<file path="config.mk">
export PLATFORM = sky130hd
export DESIGN_NAME = fifo_in_rr_merge
export DESIGN_NICKNAME = d
export VERILOG_FILES = /design/src/rtl/fifo_merge_pkg.sv /design/src/rtl/fifo_skid_buf.sv /design/src/rtl/fifo_in_rr_merge.sv
export SDC_FILE = /design/constraint.sdc
export NUM_CORES = 1
export LEC_CHECK = 0
export CORE_UTILIZATION = 24
export DETAILED_ROUTE_END_ITERATION = 6
export GPL_ROUTABILITY_DRIVEN = 0
export PLACE_DENSITY = 0.48
export SETUP_SLACK_MARGIN = 0.15
export SLEW_MARGIN = 20
export SYNTH_ARGS = -nofsm -noshare
export SYNTH_HDL_FRONTEND = slang
export SYNTH_SLANG_ARGS = --single-unit
</file>
<file path="constraint.sdc">
create_clock -name clk -period 2.8 [get_ports clk]
set_clock_uncertainty 0.05 [all_clocks]
set_input_delay 0.7 -clock clk [delete_from_list [all_inputs] [get_ports clk]]
set_output_delay 0.7 -clock clk [all_outputs]
set_load 0.03 [all_outputs]
</file>
<file path="src/rtl/fifo_merge_pkg.sv">
// Shared defaults, tag-width helper and the default word type for the fifo_in merger.
package fifo_merge_pkg;

   localparam int unsigned DATA_W_DEF = 32;
   localparam int unsigned CNT_W_DEF  = 16;
   localparam int unsigned SRC_W_DEF  = 1;

   // Tag width never collapses to zero, even for a single-port build.
   function automatic int unsigned src_width(input int unsigned n);
      int unsigned w;
      w = $clog2(n);
      return (w < 1) ? 1 : w;
   endfunction

   typedef struct packed {
      logic [DATA_W_DEF-1:0] data;
      logic [SRC_W_DEF-1:0]  src;
   } merge_word_t;

endpackage

</file>
<file path="src/rtl/fifo_skid_buf.sv">
// Two-entry valid/ready register slice (main + skid); in_rdy never looks at out_rdy.
module fifo_skid_buf
   import fifo_merge_pkg::*;
#(
   parameter type word_t = merge_word_t
) (
   input  logic  clk,
   input  logic  rst,
   input  word_t in_word,
   input  logic  in_vld,
   output logic  in_rdy,
   output word_t out_word,
   output logic  out_vld,
   input  logic  out_rdy
);

   word_t main_q, main_d;
   word_t skid_q, skid_d;
   logic  main_vld_q, main_vld_d;
   logic  skid_vld_q, skid_vld_d;
   logic  in_fire;

   assign in_rdy   = !skid_vld_q;
   assign in_fire  = in_vld && in_rdy;
   assign out_word = main_q;
   assign out_vld  = main_vld_q;

   always_comb begin
      main_d     = main_q;
      main_vld_d = main_vld_q;
      skid_d     = skid_q;
      skid_vld_d = skid_vld_q;
      if (!main_vld_q || out_rdy) begin
         // Main is free this edge: the older skid word has priority over new input.
         if (skid_vld_q) begin
            main_d     = skid_q;
            main_vld_d = 1'b1;
            skid_vld_d = 1'b0;
         end else begin
            main_vld_d = in_fire;
            if (in_fire) begin
               main_d = in_word;
            end
         end
      end else if (in_fire) begin
         skid_d     = in_word;
         skid_vld_d = 1'b1;
      end
   end

   always_ff @(posedge clk) begin
      if (rst) begin
         main_q     <= '0;
         main_vld_q <= 1'b0;
         skid_q     <= '0;
         skid_vld_q <= 1'b0;
      end else begin
         main_q     <= main_d;
         main_vld_q <= main_vld_d;
         skid_q     <= skid_d;
         skid_vld_q <= skid_vld_d;
      end
   end

endmodule

</file>
<file path="src/rtl/fifo_in_rr_merge.sv">
// Round-robin merge of N_IN producer streams into one registered, source-tagged stream.
module fifo_in_rr_merge
   import fifo_merge_pkg::*;
#(
   parameter int unsigned N_IN   = 2,
   parameter int unsigned DATA_W = DATA_W_DEF,
   parameter int unsigned SRC_W  = src_width(N_IN),
   parameter int unsigned CNT_W  = CNT_W_DEF
) (
   input  logic                         clk,
   input  logic                         rst,
   input  logic [N_IN-1:0][DATA_W-1:0]  data_in,
   input  logic [N_IN-1:0]              data_in_vld,
   output logic [N_IN-1:0]              data_in_rdy,
   output logic [DATA_W-1:0]            data_out,
   output logic [SRC_W-1:0]             data_out_src,
   output logic                         data_out_vld,
   input  logic                         data_out_rdy,
   output logic [CNT_W-1:0]             xfer_cnt
);

   typedef struct packed {
      logic [DATA_W-1:0] data;
      logic [SRC_W-1:0]  src;
   } word_t;

   logic [SRC_W-1:0] ptr_q, ptr_d;
   logic [SRC_W-1:0] cand;
   logic [SRC_W-1:0] gnt_idx;
   logic             gnt_found;
   logic             accept;
   logic             in_vld;
   logic             in_fire;
   logic             out_fire;
   logic [CNT_W-1:0] cnt_q, cnt_d;
   word_t            in_word;
   word_t            out_word;

   // Modular add for port indices; a < N_IN and b <= N_IN so one subtraction suffices.
   function automatic logic [SRC_W-1:0] wrap_add(input logic [SRC_W-1:0] a,
                                                input int unsigned b);
      int unsigned s;
      s = 32'(a) + b;
      if (s >= N_IN) begin
         s = s - N_IN;
      end
      return SRC_W'(s);
   endfunction

   always_comb begin
      cand      = '0;
      gnt_idx   = '0;
      gnt_found = 1'b0;
      for (int unsigned i = 0; i < N_IN; i++) begin
         cand = wrap_add(ptr_q, i);
         if (!gnt_found && data_in_vld[cand]) begin
            gnt_found = 1'b1;
            gnt_idx   = cand;
         end
      end
   end

   // Reset masks the request so no port sees ready while rst is high.
   assign in_vld  = gnt_found && !rst;
   assign in_fire = in_vld && accept;

   always_comb begin
      data_in_rdy = '0;
      if (in_vld) begin
         data_in_rdy[gnt_idx] = accept;
      end
   end

   always_comb begin
      in_word.data = data_in[gnt_idx];
      in_word.src  = gnt_idx;
   end

   fifo_skid_buf #(
      .word_t(word_t)
   ) u_skid (
      .clk     (clk),
      .rst     (rst),
      .in_word (in_word),
      .in_vld  (in_vld),
      .in_rdy  (accept),
      .out_word(out_word),
      .out_vld (data_out_vld),
      .out_rdy (data_out_rdy)
   );

   assign data_out     = out_word.data;
   assign data_out_src = out_word.src;
   assign out_fire     = data_out_vld && data_out_rdy;
   assign xfer_cnt     = cnt_q;

   always_comb begin
      ptr_d = ptr_q;
      cnt_d = cnt_q;
      if (in_fire) begin
         ptr_d = wrap_add(gnt_idx, 1);
      end
      if (out_fire) begin
         cnt_d = cnt_q + CNT_W'(1);
      end
   end

   always_ff @(posedge clk) begin
      if (rst) begin
         ptr_q <= '0;
         cnt_q <= '0;
      end else begin
         ptr_q <= ptr_d;
         cnt_q <= cnt_d;
      end
   end

endmodule

</file>
==> metrics.csv, run 1 <==
metric,value,unit
initial antenna violation count,0,
Port Buf Inserts,120,
clk_lat worst skew,340,ps
# IOs,121,
Yosys warning count,0,
vias in the first global route,3720,
pin count of the biggest net entering global routing,51,
met3 Use GR,3.28,%
Overflow after GRT,0,
Pre-antenna DRT Iters,4,
Place WS,196,ps
layout net count,623,
Die ar.,16500,um2
switching share of total power,27.5,%
Final Instance Area,5600,um2
"slowest stage delay, CP",520,ps
initial DRC count,211,
starting density of the core,24.9,%
Setup-failing EPs final,0,
Cell Pwr Density,559,nW/um2
DP Area,5310,um2
Layout area overhead,46.2,%
leakage,1.95,nW
DRC violations left,0,
"Setup Fix Bufs, Post-CTS",0,
Final ANT Viol Nets,0,
gr busiest metal,met2,
setup tns final,0,ps
"top cells by area, synth","dfxtp_1 (44%), a211oi_1 (13%), o2bb2ai_1 (7.3%)",
Clock Power Share,38.4,%
power share of the sequential group,42.4,%
Clock Path Buffers,2,
family with the most delay on the worst path,buffers and inverters,
register area share after synthesis,44.4,%
Min Hold Slack,416,ps
synthesized area per cell,8.59,um2
Mapped Cells,446,
Worst Hold Class,reg -> reg,
sw power,861,uW
"Req. time, crit path",2050,ps
Final Max Slew Viols,0,
worst-margin pin slew,645,ps
Syn Nets,516,
met2 usage,23.4,%
Finished Layout Cells,769,
worst path bufs/invs,2,
P_int,2.27,mW
"Hold Vio Cnt, Final",0,
# hold bufs at CTS,0,
Slew HR,57.0,%
Resized Gates After CTS,0,
outcome,"complete, no violations",
CP max-delay cell,clkdlybuf4s50_1,
CP Max Fanout,5,
fin crit share,91.0,%
synthesized area,3830,um2
critical path class,in -> out,
CTS tree,done,
antenna cells,0,
CP cell instances,clkdlybuf4s50_1 -> nand2b_1 -> nand2_2 -> nor3_2 -> buf_4,
Setup WS post-layout,251,ps
synth unique cells,35,
wire per inst,16.0,um
met1 Use GR,21.8,%
Max-Cap Viols,0,
final wirelength,12.3,mm
Total GRT Usage,15.6,%
clock transition at the registers of the reported paths,60,ps
H-tree depth,3,
Final HPWL DP,8.16,mm
row count,45,
"Arr. time, crit path",1800,ps
CTS Buf Count,9,
Via density,4.87,
Synth area leader,dfxtp_1,
RSZ-0062 raised after global routing,false,
first-pass GRT wire length,19.9,mm
#FFs+latches synth,85,
Fmax achieved,0.392,GHz
total core area,15400,um2
DIE HEIGHT,128,um
Filler cells,1545,
Synth top area share,44.4,%
CP endpoint kind,output pin,
Root Buffer,clkbuf_16,
Startpoint Class,input pin,
placed cells,753,
fraction of layout cells with a size suffix above 1,8.24,%
Comb pwr share,19.2,%
Die W,128,um
Max IR drop VDD,0.313,mV
Tmin final,2550,ps
clock sink total,85,
via count,3747,
[sequential cells by signal, summed over array words and instances, names as in the netlist]
signal and flops:
ptr_q 1, u_skid.out_vld 1, u_skid.out_word 33, u_skid.skid_q 33, u_skid.skid_vld_q 1, xfer_cnt 16
[path summary, 6_finish.rpt]
| check | startpoint | to | slack, ps | cells past startpoint |
|---|---|---|---|---|
| max | data_in_vld[0] | data_in_rdy[1] | 250 | 5 |
| min | u_skid.out_word[13] | u_skid.out_word[13] | 420 | 1 |
| max reg2reg | u_skid.skid_vld_q | u_skid.out_word[7] | 790 | 4 |
| min reg2reg | u_skid.out_word[13] | u_skid.out_word[13] | 420 | 1 |
[Yosys cell counts, drive strengths merged]
master and n:
buf 18, a211oi 64, nor3 6, and3 32, and4 3, xnor2 2, inv 1, nand3 9
a21oi 41, nand2 12, o21ai 34, and2 1, or3 1, nor4 2, o21bai 1, nor2 51
clkbuf 24, or4b 1, xor2 8, o2bb2ai 32, nand2b 2, or2 1, nor2b 2, mux2i 1
a311oi 1, o31ai 2, nand4 5, ha 1, dfxtp 85, or4 2, mux2 1
[metal layers]
layer | vias up | routed length, um
met1 | 1733 | 6160
met5 | - | 0
li1 | 1885 | -
met4 | 0 | 195
met3 | 12 | 665
met2 | 117 | 5300
[through the flow]
stage | power [mW] | util [%]
global placement | 1.95 | 34.5
finish | 3.13 | 36.4
floorplan | 1.66 | -
global route | 3.28 | 36.4
CTS | 3.17 | 36.4
detailed placement | 1.96 | 34.5
[cell usage in the layout, fill, tap and decap left out, types with 2 or more instances in the layout]
cell             instances
xnor2_1                  2
nor2b_1                  2
nor3_1                   4
nor2_1                  50
a21oi_1                 41
dfxtp_1                 84
or4_1                    2
buf_4                   17
nand2b_1                 2
and4_1                   2
clkbuf_16                9
o2bb2ai_1               32
a211oi_1                64
xor2_1                   8
o31ai_1                  2
clkinv_2                 4
nand4_1                  4
nand2_1                 11
nor3_2                   2
clkdlybuf4s50_1        117
and3_1                  32
o21ai_0                 34
buf_12                   3
nand3_1                  9
[cells by family (layout without fill, tap and decap cells)]
kind of cell / after synthesis / count (layout) / synth area share (%)
AND/OR/NAND/NOR: 130 / 130 / 17.2
XOR/XNOR: 10 / 10 / 2.29
adder cells (fa/ha/maj): 1 / 1 / 0.326
multiplexers: 2 / 2 / 0.555
AO/OA/AOI/OAI: 175 / 175 / 30.5
buffers and inverters: 43 / 155 / 4.77
flip-flops: 85 / 85 / 44.4
[power by group through the flow]
stage	Clock, mW	Sequential (mW)	Combinational, mW
floorplan	0	1.43	0.227
global placement	0	1.35	0.600
detailed placement	0	1.35	0.605
CTS	1.23	1.33	0.607
global route	1.29	1.34	0.656
finish	1.20	1.33	0.602
[layout make-up]
class,count,area [um2],area share (%)
clock buffer,11,243,4.33
clock inverter,5,50.0,0.893
inverter,1,3.75,0.0670
multi-input combinational,318,1970,35.2
sequential,85,1700,30.4
tap,211,264,4.71
timing repair buffer,138,1360,24.3
Power figures use the tool's default switching activity.
==> inputs of run 2 (changes only) <==
--- a/config.mk
+++ b/config.mk
@@ -5,10 +5,12 @@
 export SDC_FILE = /design/constraint.sdc
 export NUM_CORES = 1
 export LEC_CHECK = 0
+export CELL_PAD_IN_SITES_DETAIL_PLACEMENT = 1
+export CELL_PAD_IN_SITES_GLOBAL_PLACEMENT = 1
 export CORE_UTILIZATION = 24
 export DETAILED_ROUTE_END_ITERATION = 6
 export GPL_ROUTABILITY_DRIVEN = 0
-export PLACE_DENSITY = 0.48
+export PLACE_DENSITY = 0.61
 export SETUP_SLACK_MARGIN = 0.15
 export SLEW_MARGIN = 20
 export SYNTH_ARGS = -nofsm -noshare
==> run 2 against run 1 <==
Net effect: critical path depth down 1; clock power shrank 5%; non-clock buffer count down 2; maximum frequency down 0.93%; wire length rose by 5.0%; combinational power is essentially flat; sequential share of layout area grew 0.27 points; clock-buffer cell count grew 3; global-route usage up 0.53 points; core utilization shrank 0.33 points; cell count down 0.39%; critical path type unchanged.
==> metrics.csv, run 2 (synthesis gave the netlist of run 1 again) <==
metric,value,unit
antenna cells,0,
CP endpoint kind,output pin,
critical path class,in -> out,
placed cells,751,
"commonest non-fill, non-tap cell in the layout",clkdlybuf4s50_1,
Final Max Slew Viols,0,
fin crit share,91.9,%
pin count of the biggest net entering global routing,65,
Root Buffer,clkbuf_16,
CTS tree,done,
Place WS,180,ps
layout net count,621,
vias in the first global route,4078,
# IOs,121,
RSZ-0062 raised after global routing,false,
CP Max Fanout,7,
row count,45,
fraction of layout cells with a size suffix above 1,7.75,%
Max-Cap Viols,0,
final wirelength,12.9,mm
total core area,15400,um2
clk_lat worst skew,340,ps
Final HPWL DP,8.90,mm
H-tree depth,3,
Finished Layout Cells,766,
clock sink total,85,
Fmax achieved,0.389,GHz
initial DRC count,133,
"Arr. time, crit path",1820,ps
Layout area overhead,44.9,%
Slew HR,60.3,%
worst-margin pin slew,594,ps
DIE HEIGHT,128,um
leakage,1.92,nW
first-pass GRT wire length,20.8,mm
Total GRT Usage,16.2,%
Worst Hold Class,reg -> reg,
clock transition at the registers of the reported paths,50,ps
Pre-antenna DRT Iters,4,
wire per inst,16.9,um
Setup WS post-layout,227,ps
Setup-failing EPs final,0,
Min Hold Slack,419,ps
Clock Path Buffers,2,
Overflow after GRT,0,
via count,3823,
Die ar.,16500,um2
"Setup Fix Bufs, Post-CTS",0,
"Hold Vio Cnt, Final",0,
Port Buf Inserts,120,
setup tns final,0,ps
Startpoint Class,input pin,
most frequent cells in the layout,"clkdlybuf4s50_1 (117), dfxtp_1 (84), a211oi_1 (64)",
Max IR drop VDD,0.285,mV
Final ANT Viol Nets,0,
Cell Pwr Density,554,nW/um2
CTS Buf Count,9,
Tmin final,2570,ps
starting density of the core,24.9,%
outcome,"complete, no violations",
Via density,4.99,
DRC violations left,0,
"Req. time, crit path",2050,ps
Die W,128,um
initial antenna violation count,0,
run 2: what timing repair did:
item | CTS | global route
setup endpoints to repair | 0 | 4
resized for setup | 0 | 1
hold buffers | 0 | 0
run 2: report_power, final:
| part | leakage [nW] | internal, mW | switching, mW |
|---|---|---|---|
| clock | 0.139 | 0.669 | 0.476 |
| combinational | 1.09 | 0.274 | 0.328 |
| sequential | 0.695 | 1.28 | 0.0475 |
| total | 1.92 | 2.22 | 0.851 |
run 2: final timing paths:
path / startpoint / end / slack (ps) / cells after the start
hold / removal: u_skid.out_word[13] / u_skid.out_word[13] / 420 / 1
hold reg to reg: u_skid.out_word[13] / u_skid.out_word[13] / 420 / 1
setup / recovery: data_in_vld[1] / data_in_rdy[1] / 230 / 4
setup reg to reg: u_skid.skid_vld_q / u_skid.out_word[0] / 680 / 4
run 2: routing by layer:
layer	share of wire, %	vias up	track usage [%]
met1	49	1851	21.2
met3	4.4	13	3.20
met4	1.2	0	5.40
met2	45	85	26.5
met5	0	-	0
li1	-	1874	-
run 2: layout make-up:
type	instances	area (um2)
clock buffers	14	274
clock inverters	1	5.00
fillers	1769	9820
inverters	1	7.51
multi-input cells	318	1970
flip-flops and latches	85	1700
well taps	211	264
repair buffers	136	1320
run 2: worst max-delay path, stage by stage:
cell	delay [ps]
clkdlybuf4s50_1	660
nand2_2	140
nor3_2	130
buf_4	180
run 2: stage by stage:
stage               util, %  area [um2]  power [mW]
floorplan                 -        3840        1.66
global placement       34.3        5270        1.94
detailed placement     34.3        5270        1.96
CTS                    36.1        5550        3.12
global route           36.1        5550        3.22
finish                 36.1        5550        3.07
